`src/rtl/acq_track_ctrl.sv`:
```
// Code-period coherent integrator, dwell energy detector and SEARCH/VERIFY/LOCK
// controller for the DSSS receiver; issues one-chip slips to the m-code generator.
module acq_track_ctrl #(
  parameter int IW       = 2,
  parameter int CODE_LEN = 31,
  parameter int ACC_W    = 10,
  parameter int DWELL    = 1,
  parameter int MISS_MAX = 3,
  parameter int EW       = 20,
  parameter int PW       = 5
) (
  input  logic                    clk,
  input  logic                    rst_n,
  input  logic                    en,
  input  logic signed [IW-1:0]    I_in,
  input  logic signed [IW-1:0]    Q_in,
  input  logic        [EW-1:0]    threshold,
  output logic                    shift_parse,
  output logic signed [ACC_W-1:0] sum_I,
  output logic signed [ACC_W-1:0] sum_Q,
  output logic        [EW-1:0]    energy,
  output logic                    result_ok,
  output logic                    flag,
  output logic        [1:0]       state,
  output logic        [PW-1:0]    phase_idx,
  output logic                    sweep_done
);

  localparam logic [1:0] S_SEARCH = 2'd0;
  localparam logic [1:0] S_VERIFY = 2'd1;
  localparam logic [1:0] S_LOCK   = 2'd2;

  localparam int DW   = $clog2(DWELL + 1);
  localparam int MW   = $clog2(MISS_MAX + 1);
  localparam int SQ_W = 2 * ACC_W;

  localparam logic [PW-1:0] LAST_CHIP  = PW'(CODE_LEN - 1);
  localparam logic [DW-1:0] LAST_DWELL = DW'(DWELL - 1);
  localparam logic [MW-1:0] MISS_LIMIT = MW'(MISS_MAX);

  logic        [PW-1:0]    chip_cnt;
  logic signed [ACC_W-1:0] acc_i, acc_q;
  logic signed [ACC_W-1:0] samp_i, samp_q, acc_i_nxt, acc_q_nxt;
  logic signed [SQ_W-1:0]  wide_i, wide_q;
  logic        [SQ_W-1:0]  sq_i, sq_q;
  logic        [EW-1:0]    energy_nxt;
  logic        [EW:0]      dwell_add;
  logic        [EW-1:0]    dwell_sat;
  logic        [EW-1:0]    dwell_sum;
  logic        [DW-1:0]    dwell_cnt;
  logic        [MW-1:0]    miss_cnt, miss_nxt;
  logic        [1:0]       state_nxt;
  logic                    last_chip, period_end;
  logic                    e1_pend, e2_pend;
  logic                    cur_blank, e1_blank;
  logic                    hit, slip;

  // Size casts of signed operands sign-extend the chips into the accumulator width.
  assign samp_i     = ACC_W'(I_in);
  assign samp_q     = ACC_W'(Q_in);
  assign last_chip  = (chip_cnt == LAST_CHIP);
  assign period_end = en && last_chip;
  assign acc_i_nxt  = (chip_cnt == '0) ? samp_i : acc_i + samp_i;
  assign acc_q_nxt  = (chip_cnt == '0) ? samp_q : acc_q + samp_q;

  assign wide_i     = SQ_W'(sum_I);
  assign wide_q     = SQ_W'(sum_Q);
  assign sq_i       = wide_i * wide_i;
  assign sq_q       = wide_q * wide_q;
  assign energy_nxt = EW'(sq_i) + EW'(sq_q);

  assign dwell_add  = {1'b0, dwell_sum} + {1'b0, energy_nxt};
  assign dwell_sat  = dwell_add[EW] ? '1 : dwell_add[EW-1:0];
  assign hit        = (dwell_sum >= threshold);

  always_comb begin
    // NOTE: every output of this block gets a default first so no path can infer a latch.
    state_nxt = state;
    miss_nxt  = miss_cnt;
    slip      = 1'b0;
    if (e2_pend) begin
      case (state)
        S_SEARCH: begin
          if (hit) state_nxt = S_VERIFY;
          else     slip      = 1'b1;
        end
        S_VERIFY: begin
          if (hit) begin
            state_nxt = S_LOCK;
            miss_nxt  = '0;
          end else begin
            state_nxt = S_SEARCH;
            slip      = 1'b1;
          end
        end
        S_LOCK: begin
          if (hit) begin
            miss_nxt = '0;
          end else if (miss_cnt + MW'(1) == MISS_LIMIT) begin
            state_nxt = S_SEARCH;
            miss_nxt  = '0;
            slip      = 1'b1;
          end else begin
            miss_nxt = miss_cnt + MW'(1);
          end
        end
        default: state_nxt = S_SEARCH;
      endcase
    end
  end

  // E0 closes a period, E1 squares it, E2 (when the dwell is full) decides.
  always_ff @(posedge clk or negedge rst_n) begin
    if (!rst_n) begin
      chip_cnt  <= '0;
      acc_i     <= '0;
      acc_q     <= '0;
      sum_I     <= '0;
      sum_Q     <= '0;
      energy    <= '0;
      result_ok <= 1'b0;
      e1_pend   <= 1'b0;
      e2_pend   <= 1'b0;
      e1_blank  <= 1'b0;
      cur_blank <= 1'b0;
      dwell_sum <= '0;
      dwell_cnt <= '0;
    end else begin
      // NOTE: non-blocking assignments let every branch below read pre-edge values.
      e1_pend   <= period_end;
      result_ok <= e1_pend;
      e2_pend   <= e1_pend && !e1_blank && (dwell_cnt == LAST_DWELL);
      if (en) begin
        chip_cnt <= last_chip ? '0 : chip_cnt + PW'(1);
        acc_i    <= acc_i_nxt;
        acc_q    <= acc_q_nxt;
      end
      if (period_end) begin
        sum_I <= acc_i_nxt;
        sum_Q <= acc_q_nxt;
      end
      if (e1_pend) begin
        energy   <= energy_nxt;
        e1_blank <= 1'b0;
        if (!e1_blank) begin
          dwell_sum <= dwell_sat;
          dwell_cnt <= dwell_cnt + DW'(1);
        end
      end
      if (e2_pend) begin
        dwell_sum <= '0;
        dwell_cnt <= '0;
      end
      // The blank tag travels with its period: handed to the E1 stage at E0.
      if (period_end) begin
        e1_blank  <= cur_blank;
        cur_blank <= 1'b0;
      end
      if (slip) cur_blank <= 1'b1;
    end
  end

  always_ff @(posedge clk or negedge rst_n) begin
    if (!rst_n) begin
      state       <= S_SEARCH;
      miss_cnt    <= '0;
      flag        <= 1'b0;
      shift_parse <= 1'b0;
      sweep_done  <= 1'b0;
      phase_idx   <= '0;
    end else begin
      state       <= state_nxt;
      miss_cnt    <= miss_nxt;
      flag        <= (state_nxt == S_LOCK);
      shift_parse <= slip;
      sweep_done  <= slip && (phase_idx == LAST_CHIP);
      if (slip) phase_idx <= (phase_idx == LAST_CHIP) ? '0 : phase_idx + PW'(1);
    end
  end

endmodule

```
`config.mk`:
```
export PLATFORM = sky130hd
export DESIGN_NAME = acq_track_ctrl
export DESIGN_NICKNAME = d
export VERILOG_FILES = /design/src/rtl/acq_track_ctrl.sv
export SDC_FILE = /design/constraint.sdc
export NUM_CORES = 1
export LEC_CHECK = 0
export CORE_AREA = 2 2 177 162
export CTS_CLUSTER_SIZE = 24
export DETAILED_ROUTE_END_ITERATION = 10
export DIE_AREA = 0 0 179 164
export PLACE_DENSITY = 0.67
export SYNTH_ARGS = -nofsm -noshare
export SYNTH_HDL_FRONTEND = slang
export SYNTH_SLANG_ARGS = --single-unit
```
`constraint.sdc`:
```
create_clock -name clk -period 9.4 [get_ports clk]
set_input_delay 1.88 -clock clk [delete_from_list [all_inputs] [get_ports clk]]
set_output_delay 1.88 -clock clk [all_outputs]
set_load 0.02 [all_outputs]
```
# After elaboration in Yosys (flattened, before gate mapping)
# Index checks and enable logic that the tools add are counted.
[word_totals]
reg_bits = 103
word_cells = 83
[classes]
add_sub_neg = 8
n_mul = 2
order_cmp = 1
eq_ne = 8
muxes = 30
bitwise = 1
reduce_logical = 14
[ops]
columns = ["op", "n"]
rows = [
  ["20-bit two-way mux", 4],
  ["10-bit by 10-bit multiplier with 20-bit output", 2],
  ["20-bit by 20-bit adder with 21-bit output", 1],
  ["10-bit by 2-bit adder with 10-bit output", 2],
  ["20-bit adder", 1],
  ["20-bit greater-or-equal comparator", 1],
  ["10-bit two-way mux", 2],
  ["2-bit two-way mux", 8],
  ["1-bit two-way mux", 11],
  ["5-bit by 1-bit adder with 5-bit output, second input constant", 2],
  ["5-bit equality test, second input constant", 2],
  ["5-bit two-way mux", 2],
  ["2-bit nonzero test", 4],
  ["2-bit equality test, second input constant", 3],
  ["2-bit one-hot mux with 3 select lines", 1],
  ["5-bit zero test", 1],
  ["1-bit logical AND", 4],
  ["2-bit != test, second input constant", 2],
  ["2-bit one-hot mux with 2 select lines", 1],
  ["3-bit AND reduction", 1],
  ["2-bit by 1-bit adder with 2-bit output, second input constant", 1],
  ["2-bit by 1-bit equality test with 1-bit output, second input constant", 1],
  ["2-bit zero test", 1],
  ["1-bit one-hot mux with 2 select lines", 1],
  ["other kinds (5)", 5],
]

# Longest topological paths before layout
# Gate-level depths: netlist of the first run.
[logic_depth]
word_depth = 7
depth_mapped = 32
mapped_depth_nobuf = 31

# Worst setup path after synthesis of the first run
# Ideal clock, no wire load.
[synth_timing]
path_kind = "reg2reg"
startpoint = "reg sum_I[3]"
endpoint = "reg dwell_sum[19]"
t_arrival_ns = 7.633
path_slack_ns = 1.673
stages_incl_launch_ff = 32
path_buffers = 1
cell_sequence = "dfrtp_1 clkbuf_1 nand2_1 fa_1 inv_1 fa_1 inv_1 fa_1 inv_1 fa_1 fa_1 fa_1 inv_1 fa_1 inv_1 ha_1 a21oi_1 nor2b_1 a311oi_1 a21oi_1 a41oi_2 a21oi_1 xor2_1 ha_1 nand2_1 or2_2 a21oi_1 a311oi_2 a21boi_1 o21ai_1 mux2i_1 a211oi_1"
[synth_between]
elab_chain_len = 7
[synth_rtl]
columns = ["item", "line_no", "rtl"]
rows = [
  ["start: declaration", "19", "output logic signed [ACC_W-1:0] sum_I,"],
  ["start signal: assignment", "139", "sum_I <= acc_i_nxt;"],
  ["10-bit by 10-bit multiplier with 20-bit output", "68", "assign sq_i = wide_i * wide_i;"],
  ["20-bit adder", "70", "assign energy_nxt = EW'(sq_i) + EW'(sq_q);"],
  ["via energy_nxt[16]", "46", "logic [EW-1:0] energy_nxt;"],
  ["20-bit by 20-bit adder with 21-bit output", "72", "assign dwell_add = {1'b0, dwell_sum} + {1'b0, energy_nxt};"],
  ["20-bit two-way mux", "73", "assign dwell_sat = dwell_add[EW] ? '1 : dwell_add[EW-1:0];"],
  ["20-bit two-way mux", "145", "if (!e1_blank) begin"],
  ["20-bit two-way mux", "142", "if (e1_pend) begin"],
  ["20-bit two-way mux", "150", "if (e2_pend) begin"],
  ["end signal: assignment", "146", "dwell_sum <= dwell_sat;"],
  ["end: declaration", "49", "logic [EW-1:0] dwell_sum;"],
]
# The timed path passes the listed nets, and every way through them passes these cells. The select of a mux whose other input is x is not followed.
# A chain may end at the register's enable or synchronous reset.

# Worst setup path after layout of the first run
[layout_timing]
startpoint = "reg sum_Q[0]"
endpoint = "reg dwell_sum[0]"
[layout_between]
elab_chain_len = 7
[layout_rtl]
columns = ["item", "line_no", "rtl"]
rows = [
  ["start: declaration", "20", "output logic signed [ACC_W-1:0] sum_Q,"],
  ["start signal: assignment", "140", "sum_Q <= acc_q_nxt;"],
  ["10-bit by 10-bit multiplier with 20-bit output", "69", "assign sq_q = wide_q * wide_q;"],
  ["20-bit adder", "70", ""],
  ["via energy_nxt[14]", "46", ""],
  ["20-bit by 20-bit adder with 21-bit output", "72", ""],
  ["20-bit two-way mux", "73", ""],
  ["20-bit two-way mux", "145", ""],
  ["20-bit two-way mux", "142", ""],
  ["20-bit two-way mux", "150", ""],
]
# The timed path passes the listed nets, and every way through them passes these cells. The select of a mux whose other input is x is not followed.

==> results_tabular.tex, run 1 <==
\begin{tabular}{lr}
\hline
Metric & Value \\
\hline
\multicolumn{2}{l}{\textbf{Cells and area}} \\
Proportion of layout cells with a drive suffix above 1 & around 4.6\% \\
Number of nets in the layout & between 1,500 and 2,000 \\
Layout Area Growth over Synthesis & 10.4\% \\
Fillers & around 2,500 \\
Seq. cell area & about 0.0026 mm2 \\
Cell area after layout & around 0.015 mm2 \\
Antenna diode count & 0 \\
Post-layout utilization of the core & 54.3\% \\
Footprint of the multi-input gates & 0.00963 mm2 \\
\multicolumn{2}{l}{\textbf{Timing}} \\
Tightest slew margin relative to the limit & 31.9\% \\
Setup repair after global routing missed its margin & false \\
Pin slew with the least headroom to its limit & about 1.0 ns \\
Post-layout minimum cycle time & between 8 and 9 ns \\
Setup violations, final & 0 \\
Final worst path period share & about nine tenths \\
Final total negative setup slack & 0 ns \\
Fmax & between 100 and 150 MHz \\
Hold slack final & between 0.4 and 0.5 ns \\
Number of hold violations in the final report & 0 \\
Layout Skew & between 0.006 and 0.007 ns \\
Number of pins with negative max-slew slack in the final report & 0 \\
\multicolumn{2}{l}{\textbf{Status}} \\
Status & completed \\
\multicolumn{2}{l}{\textbf{Placement}} \\
Post-detailed-placement half-perimeter wirelength & 24.0 mm \\
Placed instance area & roughly 0.015 mm2 \\
RePlAce Congestion & 0.889 \\
IO Port Bufs & 77 \\
\multicolumn{2}{l}{\textbf{Clock network}} \\
Resized cells post-CTS & 0 \\
Number of clock sinks & about 100 \\
Number of buffers added by the clock tree synthesis step & 9 \\
Worst-Skew Late Latency & about 0.36 ns \\
CTS tree & yes \\
Worst-case clock buffer depth & 2 \\
Clock edge transition at the registers on the reported setup and hold paths & $\sim$0.070 ns \\
Setup fix buffers added after clock tree synthesis & 0 \\
H-tree levels & 3 \\
Root buf cell & sky130\_fd\_sc\_hd\_\_clkbuf\_16 \\
Post-CTS Hold Fix Bufs & 0 \\
\multicolumn{2}{l}{\textbf{Drt}} \\
DRC & 0 \\
Via Count & approximately 9,600 \\
Starting DRC count in detailed routing & slightly above 500 \\
First-pass iteration count of the detailed router & 4 \\
Routed wirelength normalized by instance count & between 15 and 20 um \\
Post-DRT Antenna Nets & 0 \\
Via-per-instance ratio & around 5.2 \\
Total routed wirelength & 29.1 mm \\
\multicolumn{2}{l}{\textbf{Die}} \\
Die X & roughly 180 um \\
Core Box Area & 0.0275 mm2 \\
Die area & about 0.03 mm2 \\
IO Pins & between 70 and 80 \\
Y dimension of the die & 164 um \\
Num rows & between 50 and 60 \\
Initial core utilization & 49.2\% \\
\multicolumn{2}{l}{\textbf{GRT}} \\
Global-route wire length before repair & $\sim$50 mm \\
Initial antenna violation count & 0 \\
Overall overflow remaining after global route & 0 \\
Number of global-route vias before repair & approximately 10,000 \\
GRT Overall Usage & a little over a fifth \\
Largest net degree at the start of global routing & 76 \\
\multicolumn{2}{l}{\textbf{Critical path}} \\
Worst path bufs/invs & 2 \\
Worst stage delay on the critical path & 0.67 ns \\
Setup crit end kind & flip-flop \\
Worst setup path category & reg2reg \\
Gate family responsible for the most delay along the worst path & adder cells \\
Max stage delay cell, worst path & sky130\_fd\_sc\_hd\_\_nor2\_2 \\
Most frequent cell on the critical path & sky130\_fd\_sc\_hd\_\_fa\_1 \\
Worst Path Max Fanout & 18 \\
Data required time of the critical path & approximately 9.6 ns \\
Data arrival, critical path & between 8 and 9 ns \\
Kind of launch point of the worst setup path & flip-flop \\
\multicolumn{2}{l}{\textbf{Synth}} \\
Yosys Warn Count & 0 \\
Number of different library cells in the post-synthesis netlist & 67 \\
Instance count of the mapped netlist & between 1,000 and 1,500 \\
Sequential-to-total area share from yosys stat & 19.1\% \\
Synth Register Bits & 103 \\
Top cells by area in the synthesized netlist & sky130\_fd\_sc\_hd\_\_fa\_1 (29\%), sky130\_fd\_sc\_hd\_\_dfrtp\_1 (19\%), sky130\_fd\_sc\_hd\_\_ha\_1 (13\%) \\
Primary FF master, synth & sky130\_fd\_sc\_hd\_\_dfrtp\_1 \\
Post-synthesis net count & about 1,800 \\
Share of the synthesized area in the top cell type & 29.2\% \\
Number of flops mapped to enable cells by yosys & 0 \\
Post-Syn Area & $\sim$0.014 mm2 \\
Avg Synthesized Cell Area & $\sim$9.4 um2 \\
Share of async-settable or async-resettable flops after synthesis & 100\% \\
Area leader, netlist & sky130\_fd\_sc\_hd\_\_fa\_1 \\
\multicolumn{2}{l}{\textbf{Run}} \\
\# Max-Cap Violations & 0 \\
\multicolumn{2}{l}{\textbf{Hold path}} \\
Worst min-delay path class & reg2reg \\
\hline
\end{tabular}
cell usage after synthesis (4+ instances only):
library cell / instances
sky130_fd_sc_hd__a211oi_1: 19
sky130_fd_sc_hd__a21o_1: 26
sky130_fd_sc_hd__a21oi_1: 68
sky130_fd_sc_hd__a31oi_1: 5
sky130_fd_sc_hd__and2_1: 37
sky130_fd_sc_hd__and3_1: 4
sky130_fd_sc_hd__and4_1: 5
sky130_fd_sc_hd__clkbuf_1: 40
sky130_fd_sc_hd__dfrtp_1: 103
sky130_fd_sc_hd__fa_1: 197
sky130_fd_sc_hd__ha_1: 138
sky130_fd_sc_hd__inv_1: 305
sky130_fd_sc_hd__mux2_2: 22
sky130_fd_sc_hd__mux2i_1: 8
sky130_fd_sc_hd__nand2_1: 106
sky130_fd_sc_hd__nand2b_1: 12
sky130_fd_sc_hd__nand3_1: 11
sky130_fd_sc_hd__nand4_1: 5
sky130_fd_sc_hd__nor2_1: 91
sky130_fd_sc_hd__nor2b_1: 24
sky130_fd_sc_hd__nor3_1: 12
sky130_fd_sc_hd__o21a_1: 10
sky130_fd_sc_hd__o21ai_0: 46
sky130_fd_sc_hd__o21ai_1: 4
sky130_fd_sc_hd__o31ai_1: 6
sky130_fd_sc_hd__or3_1: 4
sky130_fd_sc_hd__xnor2_1: 47
sky130_fd_sc_hd__xor2_1: 19
flip-flops by register name, indices dropped and copies added (netlist names), 2 cells and up:
name       flops
state          2
acc_q         10
chip_cnt       5
sum_I         10
dwell_sum     20
acc_i         10
energy        20
sum_Q         10
phase_idx      5
miss_cnt       2
metrics by stage:
stage               setup WS [ns]  std cells
floorplan                    1.67       1435
global placement             1.15       1835
detailed placement          0.808       1835
CTS                         0.825       1851
global route                0.328       1851
finish                      0.817       1851
path summary, 6_finish.rpt:
path / slack [ns] / cells after the start / startpoint / to
setup / recovery: 0.82 / 25 / sum_Q[0] / dwell_sum[0]
hold / removal: 0.45 / 1 / dwell_cnt / e2_pend
setup reg to reg: 0.82 / 25 / sum_Q[0] / dwell_sum[0]
hold reg to reg: 0.45 / 1 / dwell_cnt / e2_pend
max in group asynchronous: 6.67 / 2 / rst_n / energy[13]
min in group asynchronous: 1.43 / 1 / rst_n / chip_cnt[1]
final cells by class:
type / count / share of cell area, %
Inverter: 305 / 7.67
Clock inverter: 7 / 0.545
Sequential cell: 103 / 17.3
Clock buffer: 9 / 1.51
Multi-Input combinational cell: 983 / 64.5
Tap cell: 360 / 3.02
Timing Repair Buffer: 84 / 5.50
layer usage:
| metal | up-vias | track usage, % | wire length (um) |
|---|---|---|---|
| li1 | 4644 | - | - |
| met5 | - | 0 | 0 |
| met1 | 4682 | 29.5 | 13600 |
| met2 | 189 | 35.3 | 13600 |
| met3 | 45 | 3.75 | 1310 |
| met4 | 0 | 5.14 | 622 |
cells by family (layout without fill, tap and decap cells):
family	count (synthesis)	after routing	synth area share [%]
AO/OA/AOI/OAI	228	228	11.1
XOR/XNOR	66	66	4.27
multiplexers	31	31	2.54
flip-flops	103	103	19.1
adder cells (fa/ha/maj)	335	335	41.9
buffers and inverters	349	405	9.74
AND/OR/NAND/NOR	323	323	11.4
placed cells by master (no fill, tap or decap), drive strengths merged, types with 6 or more instances in the layout:
cell type      netlist  final
xor2                19     19
nand2              107    107
and2                37     37
nor2                92     92
nor3                12     12
a21boi               6      6
fa                 197    197
a21oi               68     68
a31oi                6      6
clkdlybuf4s50        0     76
buf                  4      8
nand3               11     11
xnor2               47     47
dfrtp              103    103
a21o                26     26
mux2i                8      8
clkbuf              40      9
o21a                10     10
ha                 138    138
nand2b              12     12
o21ai               51     51
a211oi              21     21
mux2                23     23
nor2b               24     24
inv                305    307
o31ai                8      8
worst reg2reg max path, cell delays in order (launching register included):
cell and delay, ns:
sky130_fd_sc_hd__dfrtp_1 0.65, sky130_fd_sc_hd__and2_1 0.38, sky130_fd_sc_hd__inv_1 0.25, sky130_fd_sc_hd__fa_1 0.50, sky130_fd_sc_hd__fa_1 0.50, sky130_fd_sc_hd__inv_1 0.05, sky130_fd_sc_hd__fa_1 0.48, sky130_fd_sc_hd__fa_1 0.58
sky130_fd_sc_hd__fa_1 0.44, sky130_fd_sc_hd__fa_1 0.52, sky130_fd_sc_hd__fa_1 0.49, sky130_fd_sc_hd__ha_1 0.36, sky130_fd_sc_hd__nor2b_1 0.15, sky130_fd_sc_hd__a311oi_1 0.39, sky130_fd_sc_hd__a21oi_1 0.18, sky130_fd_sc_hd__a41oi_2 0.28
sky130_fd_sc_hd__a21boi_1 0.29, sky130_fd_sc_hd__ha_1 0.34, sky130_fd_sc_hd__nand4_1 0.17, sky130_fd_sc_hd__nor2_1 0.07, sky130_fd_sc_hd__nor3_1 0.12, sky130_fd_sc_hd__a21oi_1 0.11, sky130_fd_sc_hd__nor3_1 0.15, sky130_fd_sc_hd__a21oi_1 0.10
sky130_fd_sc_hd__nor2_2 0.67, sky130_fd_sc_hd__a221oi_1 0.18
Power of run 1 is not shown: default switching activity piles up to over one toggle a cycle in this logic, so the estimate is an artifact.
==> inputs of run 2 (changes only) <==
- CORE_AREA: 2 2 177 162 -> 2 2 211 192
- DIE_AREA: 0 0 179 164 -> 0 0 213 194
- PLACE_DENSITY: 0.67 -> 0.5
==> run 2 against run 1 <==
Net effect:
- first-iteration DRC count decreased by 17%
- die area increased by 41%
- global-route usage decreased by 5.4 points
- non-clock buffer count increased by 1
- via count decreased by 1.6%
- setup slack improved by 0.11 ns
- count of clock-buffer cells in the layout increased by 3
- critical path depth decreased by 1
- sequential cell count unchanged
- highest routed layer unchanged
==> results_tabular.tex, run 2 (synthesized netlist as in run 1, its figures left out) <==
\begin{tabular}{lr}
\hline
Metric & Value \\
\hline
\multicolumn{2}{l}{\textbf{Status}} \\
Status & completed (unchanged) \\
\multicolumn{2}{l}{\textbf{Clock network}} \\
Resized cells post-CTS & 0 (unchanged) \\
CTS tree & yes (unchanged) \\
Worst-Skew Late Latency & 0.38 ns (was 0.36 ns) \\
Number of clock sinks & 103 (unchanged) \\
Setup fix buffers added after clock tree synthesis & 0 (unchanged) \\
Post-CTS Hold Fix Bufs & 0 (unchanged) \\
Number of buffers added by the clock tree synthesis step & 9 (unchanged) \\
Worst-case clock buffer depth & 2 (unchanged) \\
H-tree levels & 3 (unchanged) \\
Clock edge transition at the registers on the reported setup and hold paths & 0.07 ns (about the same) \\
Root buf cell & sky130\_fd\_sc\_hd\_\_clkbuf\_16 (unchanged) \\
\multicolumn{2}{l}{\textbf{Drt}} \\
DRC & 0 (unchanged) \\
Total routed wirelength & 30.7 mm (was 29.1 mm) \\
First-pass iteration count of the detailed router & 4 (unchanged) \\
Via Count & 9,409 (was 9,560) \\
Routed wirelength normalized by instance count & 15.2 um (was 15.7 um) \\
Via-per-instance ratio & 4.65 (was 5.16) \\
Starting DRC count in detailed routing & 421 (was 508) \\
Post-DRT Antenna Nets & 0 (unchanged) \\
\multicolumn{2}{l}{\textbf{Die}} \\
Core Box Area & 0.0391 mm2 (was 0.0275 mm2) \\
Num rows & 69 (was 58) \\
IO Pins & 78 (unchanged) \\
Die area & 0.0413 mm2 (was 0.0294 mm2) \\
Initial core utilization & 34.6\% (was 49.2\%) \\
Y dimension of the die & 194 um (was 164 um) \\
Die X & 213 um (was 179 um) \\
\multicolumn{2}{l}{\textbf{Cells and area}} \\
Layout Area Growth over Synthesis & 12.0\% (was 10.4\%) \\
Antenna diode count & 0 (unchanged) \\
Largest registers & dwell\_sum: 20 flops, energy: 20 flops (unchanged) \\
Commonest cells after routing, fill and taps aside & sky130\_fd\_sc\_hd\_\_inv\_1 (305), sky130\_fd\_sc\_hd\_\_fa\_1 (197), sky130\_fd\_sc\_hd\_\_ha\_1 (138), sky130\_fd\_sc\_hd\_\_nand2\_1 (106), sky130\_fd\_sc\_hd\_\_dfrtp\_1 (103) (unchanged) \\
Number of nets in the layout & 1,849 (was 1,848) \\
Proportion of layout cells with a drive suffix above 1 & 4.49\% (was 4.56\%) \\
Most frequent standard cell in the layout excluding fill and tap cells & sky130\_fd\_sc\_hd\_\_inv\_1 (unchanged) \\
Fillers & 3,972 (was 2,459) \\
\multicolumn{2}{l}{\textbf{Placement}} \\
Post-detailed-placement half-perimeter wirelength & 25.4 mm (was 24.0 mm) \\
RePlAce Congestion & 0.845 (was 0.889) \\
IO Port Bufs & 77 (unchanged) \\
\multicolumn{2}{l}{\textbf{Critical path}} \\
Worst Path Max Fanout & 18 (unchanged) \\
Depth of the worst register-to-register path & 24 (was 25) \\
Setup slack on the worst flop-to-flop path & 0.93 ns (was 0.82 ns) \\
Worst setup startpoint & sum\_Q[0] (unchanged) \\
Kind of launch point of the worst setup path & flip-flop (unchanged) \\
Setup crit end kind & flip-flop (unchanged) \\
Data required time of the critical path & 9.60 ns (was 9.58 ns) \\
Reg-to-Reg Start & sum\_Q[0] (unchanged) \\
Worst reg2reg endpoint & dwell\_sum[1] (was dwell\_sum[0]) \\
Data arrival, critical path & 8.68 ns (was 8.77 ns) \\
Worst setup path category & reg2reg (unchanged) \\
\multicolumn{2}{l}{\textbf{Timing}} \\
Fmax & 118 MHz (was 117 MHz) \\
Final worst path period share & 90.1\% (was 91.3\%) \\
Tightest slew margin relative to the limit & 38.3\% (was 31.9\%) \\
Pin slew with the least headroom to its limit & 0.925 ns (was 1.02 ns) \\
Number of hold violations in the final report & 0 (unchanged) \\
Number of pins with negative max-slew slack in the final report & 0 (unchanged) \\
Post-layout minimum cycle time & 8.47 ns (was 8.58 ns) \\
Layout Skew & 0.00680 ns (was 0.00695 ns) \\
Setup violations, final & 0 (unchanged) \\
Final total negative setup slack & 0 ns (unchanged) \\
Setup repair after global routing missed its margin & false (unchanged) \\
\multicolumn{2}{l}{\textbf{GRT}} \\
Number of global-route vias before repair & 10,200 (was 10,100) \\
Initial antenna violation count & 0 (unchanged) \\
Overall overflow remaining after global route & 0 (unchanged) \\
Largest net degree at the start of global routing & 62 (was 76) \\
GRT Overall Usage & 16.0\% (was 21.4\%) \\
Global-route wire length before repair & 52.2 mm (was 49.6 mm) \\
\multicolumn{2}{l}{\textbf{Hold path}} \\
Worst hold path cell count & 1 (unchanged) \\
Min-delay src & dwell\_cnt (unchanged) \\
Hold worst-path end & e2\_pend (unchanged) \\
Worst min-delay path class & reg2reg (unchanged) \\
\multicolumn{2}{l}{\textbf{Run}} \\
\# Max-Cap Violations & 0 (unchanged) \\
\hline
\end{tabular}
[run 2: cell types whose count changed in the layout (fill, tap and decap cells not counted), sizes merged]
cell / before / now
clkbuf: 9 / 12
inv: 307 / 305
clkinv: 3 / 1
buf: 8 / 9
[run 2: per-stage QoR]
step	setup WS (ns)	instance area (um2)	std cells	utilization [%]	hold slack, ns
4_1_cts	0.890	15100	2023	38.7	0.445
2_1_floorplan	1.67	13500	1435	-	0.415
3_5_place_dp	0.911	14800	2008	38.0	0.439
6_report	0.928	15100	2023	38.7	0.439
5_1_grt	0.430	15100	2023	38.7	0.453
3_3_place_gp	1.05	14800	2008	38.0	0.439
[run 2: worst max-delay path by stage]
stage / to / slack [ns]
floorplan: dwell_sum[19] / 1.67
global placement: dwell_sum[0] / 1.05
detailed placement: dwell_sum[1] / 0.91
CTS: dwell_sum[1] / 0.89
global route: dwell_sum[1] / 0.43
finish: dwell_sum[1] / 0.93
[run 2: critical path, stage by stage (launching register included)]
cell and delay, ns:
sky130_fd_sc_hd__dfrtp_1 0.71, sky130_fd_sc_hd__and2_1 0.40, sky130_fd_sc_hd__inv_1 0.27, sky130_fd_sc_hd__fa_1 0.51, sky130_fd_sc_hd__fa_1 0.49, sky130_fd_sc_hd__inv_1 0.06
sky130_fd_sc_hd__fa_1 0.49, sky130_fd_sc_hd__fa_1 0.58, sky130_fd_sc_hd__fa_1 0.44, sky130_fd_sc_hd__fa_1 0.51, sky130_fd_sc_hd__fa_1 0.49, sky130_fd_sc_hd__ha_1 0.36
sky130_fd_sc_hd__nor2b_1 0.15, sky130_fd_sc_hd__a311oi_1 0.36, sky130_fd_sc_hd__a21oi_1 0.20, sky130_fd_sc_hd__a41oi_2 0.28, sky130_fd_sc_hd__a21boi_1 0.23, sky130_fd_sc_hd__ha_1 0.31
sky130_fd_sc_hd__a21o_1 0.19, sky130_fd_sc_hd__a21oi_1 0.17, sky130_fd_sc_hd__a21oi_1 0.12, sky130_fd_sc_hd__nor3_1 0.14, sky130_fd_sc_hd__a21oi_1 0.10, sky130_fd_sc_hd__nor2_2 0.56
sky130_fd_sc_hd__a221oi_1 0.17
[run 2: cell type report]
| class | instances | area [um2] | area share (%) |
|---|---|---|---|
| multi-input cells | 983 | 9630 | 63.6 |
| flip-flops and latches | 103 | 2580 | 17.0 |
| inverters | 305 | 1140 | 7.56 |
| repair buffers | 85 | 828 | 5.47 |
| well taps | 532 | 666 | 4.40 |
| clock buffers | 12 | 256 | 1.69 |
| clock inverters | 3 | 42.5 | 0.281 |
[run 2: layer usage]
metal  GRT usage (%)  up-vias  share of wire [%]
met5               0        -                  0
met4            3.52        0                1.1
met3            3.37       24                4.0
met2            26.0      118                 46
met1            21.9     4625                 49
li1                -     4642                  -
Power of run 2 is left out for the same reason.
